## src/rtl/aes_key_expand_128.sv

```systemverilog
// ---------------------------------------------------------------------------
// aes_key_expand_128 : AES-128 key schedule, one round key per handshake,
//                      SubWord supplied by an external combinational S-box.
// Revision: 1.0
// ---------------------------------------------------------------------------
`default_nettype none

module aes_key_expand_128 (
  input  logic         clk,
  input  logic         reset,
  input  logic         start,
  input  logic [127:0] key,
  output logic [31:0]  sbox_in,
  input  logic [31:0]  sbox_out,
  input  logic         rk_ready,
  output logic         rk_valid,
  output logic [127:0] round_key,
  output logic [3:0]   rk_idx,
  output logic         busy,
  output logic         done
);

  localparam logic [0:0] S_IDLE = 1'b0;
  localparam logic [0:0] S_EMIT = 1'b1;

  localparam logic [3:0] C_LAST_ROUND = 4'd10;

  logic [0:0]   state_q, state_d;
  logic [127:0] rk_q, rk_d;
  logic [3:0]   idx_q, idx_d;
  logic [7:0]   rcon_q, rcon_d;

  logic [31:0]  temp;
  logic [31:0]  w0_n, w1_n, w2_n, w3_n;
  logic [7:0]   rcon_next;

  assign sbox_in   = {rk_q[23:0], rk_q[31:24]};
  assign temp      = sbox_out ^ {rcon_q, 24'h0};
  assign w0_n      = rk_q[127:96] ^ temp;
  assign w1_n      = rk_q[95:64]  ^ w0_n;
  assign w2_n      = rk_q[63:32]  ^ w1_n;
  assign w3_n      = rk_q[31:0]   ^ w2_n;
  assign rcon_next = {rcon_q[6:0], 1'b0} ^ (rcon_q[7] ? 8'h1b : 8'h00);

  assign rk_valid  = (state_q == S_EMIT);
  assign busy      = (state_q != S_IDLE);
  assign done      = rk_valid && (idx_q == C_LAST_ROUND);
  assign round_key = rk_q;
  assign rk_idx    = idx_q;

  always_comb begin
    state_d = state_q;
    rk_d    = rk_q;
    idx_d   = idx_q;
    rcon_d  = rcon_q;
    case (state_q)
      S_IDLE: begin
        if (start) begin
          state_d = S_EMIT;
          rk_d    = key;
          idx_d   = 4'd0;
          rcon_d  = 8'h01;
        end
      end
      S_EMIT: begin
        if (rk_ready) begin
          // Last key accepted: round_key/rk_idx keep their final values.
          if (idx_q == C_LAST_ROUND) begin
            state_d = S_IDLE;
          end else begin
            rk_d   = {w0_n, w1_n, w2_n, w3_n};
            idx_d  = idx_q + 4'd1;
            rcon_d = rcon_next;
          end
        end
      end
      default: state_d = S_IDLE;
    endcase
  end

  always_ff @(posedge clk or posedge reset) begin
    if (reset) begin
      state_q <= S_IDLE;
      rk_q    <= 128'h0;
      idx_q   <= 4'd0;
      rcon_q  <= 8'h01;
    end else begin
      state_q <= state_d;
      rk_q    <= rk_d;
      idx_q   <= idx_d;
      rcon_q  <= rcon_d;
    end
  end

endmodule

`default_nettype wire

```

## config.mk

```make
export PLATFORM = sky130hd
export DESIGN_NAME = aes_key_expand_128
export DESIGN_NICKNAME = d
export VERILOG_FILES = /design/src/rtl/aes_key_expand_128.sv
export SDC_FILE = /design/constraint.sdc
export NUM_CORES = 1
export LEC_CHECK = 0
export ABC_CLOCK_PERIOD_IN_PS = 5350
export CELL_PAD_IN_SITES_DETAIL_PLACEMENT = 0
export CELL_PAD_IN_SITES_GLOBAL_PLACEMENT = 2
export CORE_ASPECT_RATIO = 0.7
export CORE_MARGIN = 3
export CORE_UTILIZATION = 26
export DETAILED_ROUTE_END_ITERATION = 8
export PLACE_DENSITY = 0.87
export SLEW_MARGIN = 5
export SYNTH_ARGS = -nofsm -noshare
export SYNTH_HDL_FRONTEND = slang
export SYNTH_SLANG_ARGS = --single-unit
```

## constraint.sdc

```tcl
create_clock -name clk -period 5.35 [get_ports clk]
set_clock_uncertainty 0.1 [all_clocks]
set_input_delay 0.535 -clock clk [delete_from_list [all_inputs] [get_ports clk]]
set_output_delay 0.535 -clock clk [all_outputs]
set_load 0.05 [all_outputs]
```

Yosys cells after proc, flatten, opt, wreduce, memory -nomap -nowiden
Cells that the tools add are included.
- register bits: 141
- latch bits: 0
- RAM bits: 0
- bits in read-only memories: 0
- memories: 0
- add/subtract/negate cells: 1
- multipliers: 0
- div/mod/pow operators: 0
- $lt $le $gt $ge: 0
- equal/unequal tests: 4
- shifts and indexed selects: 0
- muxes and demuxes: 17
- bitwise gates (word level): 7
- reductions and logical operators: 2
- operators with widths (cell ; count):
    $mux 128 ; 3
    $pmux 128 s2 ; 1
    $xor 32x32->32 ; 5
    $mux 8 ; 3
    $pmux 8 s2 ; 1
    $mux 4 ; 3
    $pmux 4 s2 ; 1
    $xor 8x5->8 ; 1
    $ne 2x2->1 const B ; 3
    $mux 5 ; 1
    $add 4x1->4 const B ; 1
    $eq 4x4->1 const B ; 1
    $mux 1 ; 3
    $reduce_and 3->1 ; 1
    $pmux 1 s2 ; 1
    $logic_and 1x1->1 ; 1
    $not 1->1 ; 1

Longest topological paths before layout
- depth in word-level cells: 8
- gate-level depth with buffers: 10
- mapped depth without buffers: 7

Worst setup path before layout
OpenSTA, ideal clock, no wires.
- kind: reg-to-reg
- start: register idx_q[0], in the netlist rk_idx[0]
- end: register rk_q[3], in the netlist round_key[3]
- library setup time: 0.126 ns
- arrival: 2.181 ns
- path slack: 2.943 ns
- stages on the path, launching flop included: 10
- buffers on the path: 2
- path through: dfrtp_1 -> inv_1 -> ha_1 -> and3b_1 -> or2_1 -> buf_6 -> buf_6 -> nor2_4 -> xor2_1 -> a221o_1
- word-level cells in the longest chain between the ends: 3
- RTL lines (element ; line ; RTL):
    start, declared ; 30 ; logic [3:0] idx_q, idx_d;
    start signal, assigned ; 90 ; idx_q <= idx_d;
    $eq 4x4->1 ; 68 ; if (idx_q == C_LAST_ROUND) begin
    $ne 2x2->1 (no line) ; n/a ;
    $reduce_and 3->1 (no line) ; n/a ;
    end signal, assigned ; 89 ; rk_q <= rk_d;
    end, declared ; 29 ; logic [127:0] rk_q, rk_d;
No other way between the ends.
A chain may end at the register's enable or synchronous reset.

Final worst setup path
- start: register state_q, in the netlist busy
- end: register rk_q[66], in the netlist round_key[66]
- word-level cells in the longest chain between the ends: 3
- elaborated cells on any way between the ends: 6
- those cells by class: 3 x eq/ne; 1 x mux; 1 x bitwise; 1 x reduce/logical
- RTL lines (element ; line ; RTL):
    start, declared ; 28 ; logic [0:0] state_q, state_d;
    start signal, assigned ; 88 ; state_q <= state_d;
    $not 1->1 ; n/a ;
    $ne 2x2->1 (no line) ; n/a ;
    $reduce_and 3->1 (no line) ; n/a ;
Several ways; a longest one is shown, not always the timed one.

==> run summary <==
outcome = completed
IO Count = 331
Syn Std Cell Area = 0.00840 mm2
DR WL/cell = 19.6 um
Port Buffers = 330
commonest non-fill, non-tap cell in the layout = clkdlybuf4s50_1
Starting DRT DRC Count = 571
total core area = 0.0315 mm2
Setup Viol. Count Final = 0
first-pass GRT wire length = 47.2 mm
Clk pwr share = 12.6%
vias in the first global route = 7,642
placed insts = 1,557
Worst Max-Slew Pin Slew = 1.16 ns
max-slew violations = 0
final hold violations = 0
fraction of layout cells with a size suffix above 1 = 5.65%
Worst R2R Setup Slack = 1.97 ns
reg2reg end = round_key[66]
synth warn = 0
CTS Hold Bufs = 0
minimum clock period = 3.38 ns
hold crit path type = register to register
most frequent cells in the layout = clkdlybuf4s50_1, dfrtp_1, nand2_1, xor2_1, nand3_1
Fillers = 3,146
CTS Buf Count = 17
Seq. cell area = 0.00353 mm2
RR Startpoint = busy
Net Sw Frac = 52.3%
Reg power frac = 22.9%
CTS H-tree lvls = 4
worst hold stages = 1
Clock Latency Late Sink = 0.44 ns
Synth Register Bits = 141
DRT Pass-1 Iters = 5
crit share post-route = 63.2%
Syn Area/Cell = 9.43 um2
Hold Path End = round_key[54]
total track usage = 18.0%
clock slew at reported path FFs = 0.06 ns
Static Leak = 0.00499 uW
crit path max fanout = 71
Synth area leaders = dfrtp_1, xor2_1, a221o_1, nand2_1, xnor2_1
CTS tree = done
fin nets = 1,322
Post-CTS Resized = 0
Comb pwr share = 64.6%
Routability Congestion = 0.815
worst min-delay path startpoint = round_key[54]
syn nets = 1,056
fmax = 0.296 GHz
WS Path Type = register to register
reg2reg path depth = 5
Startpoint Class = register
die height = 156 um
clk buf depth = 2
final non-filler cell total = 1,589
Worst Setup End Kind = register
Synth top area share = 41.7%
Setup TNS = 0 ns
Starting Density = 26.7%
vias = 7,731
Setup Fix Bufs, Post-CTS = 0
largest net degree at the start of global routing = 83
worst path required time = 5.57 ns
Via density = 4.87
Mapped Cells = 890
post-synth cell types = 37
clock sink total = 141
Multi-input gate area = 0.00425 mm2
DRC viols = 0
area grow syn2layout = 47.5%
antenna violations before repair = 2
Hold Slack = 0.421 ns
Seq/Total Area, Yosys = 42.0%
sw power = 5210 uW
# diodes = 0
remaining antenna violation count = 0
Worst Path Arrival = 3.60 ns
clk root buf = clkbuf_16
relative slew slack = 22.9%
Die W = 221 um
max cap viols = 0
Total Routed Length = 31.2 mm
Die ar. = 0.0345 mm2
VDD IR max = 392 uV
RSZ-0062 raised after global routing = false
Power Internal = 4740 uW
final core utilization = 39.3%
pwr dens = 803 mW/mm2
remaining global-route overflow = 0
row cnt = 54
dpl hpwl = 21.4 mm
post-synth top area cell = dfrtp_1
[registers in the layout, indices dropped and copies added (netlist names)]
| register | count |
|---|---|
| rk_idx | 4 |
| busy | 1 |
| round_key | 128 |
| rcon_q | 8 |
[cell type report]
type / instances / share of cell area [%]
Clock buffer: 22 / 3.99
Clock inverter: 10 / 0.899
Inverter: 26 / 0.828
Multi-Input combinational cell: 632 / 34.3
Sequential cell: 141 / 28.5
Tap cell: 420 / 4.24
Timing Repair Buffer: 338 / 27.3
[cell usage after synthesis, drive strengths merged]
library cell,count
a211oi,3
a21oi,43
a221o,54
a31oi,1
and2,1
and3b,1
buf,67
clkbuf,24
dfrtp,140
dfstp,1
ha,2
inv,26
nand2,112
nand2b,1
nand3,58
nor2,54
nor2b,1
nor3,15
nor3b,28
o211ai,18
o21ai,69
o22ai,15
o311ai,21
or2,1
or3,9
xnor2,41
xnor3,11
xor2,73
[metal layers]
metal | wire length [um] | part of all wire, % | global-route usage [%]
met4 | 427 | 1.4 | 5.02
met1 | 14400 | 46 | 24.9
met2 | 13900 | 45 | 27.2
met3 | 2340 | 7.5 | 5.47
met5 | 31 | 0.099 | 0
[worst max path at each step]
stage                   from       endpoint  slack [ns]  depth (start not counted)
finish                  busy  round_key[66]        1.97                          5
global route            busy  round_key[77]        1.68                          5
CTS                     busy  round_key[77]        1.92                          5
detailed placement  rk_ready   round_key[0]        1.83                          7
global placement    rk_ready   round_key[0]        1.84                          7
floorplan              reset           busy        0.94                          1
[critical path: stages, from the launching register on]
cell and delay, ns:
dfrtp_2 0.89, nand2_1 0.29, or2_4 0.57, nand2_4 0.73, o21ai_1 0.16, a221o_1 0.33
[per-stage QoR]
step,setup slack (ns),instance area (um2),total power (uW)
2_1_floorplan,0.935,8400,6800
3_3_place_gp,1.84,11800,8660
3_5_place_dp,1.83,11800,8730
4_1_cts,1.92,12400,10000
5_1_grt,1.68,12400,10600
6_report,1.97,12400,9950
[logic make-up (layout without fill, tap and decap cells)]
kind of cell,count (synthesis),after routing,synth area share (%)
AND/OR/NAND/NOR,281,281,16.8
flip-flops,141,141,42.0
AO/OA/AOI/OAI,224,224,18.4
adder cells (fa/ha/maj),2,2,0.298
XOR/XNOR,125,125,14.8
buffers and inverters,117,396,7.66
[power groups by stage]
stage                     registers, uW  clock network [uW]  logic [uW]
after CTS                          2280                1290        6470
after floorplan                    3800                   0        3000
after global placement             2260                   0        6400
after global routing               2380                1330        6870
final                              2270                1250        6420
after detailed placement           2280                   0        6460
Note: power is estimated with default switching activity, not from simulation.
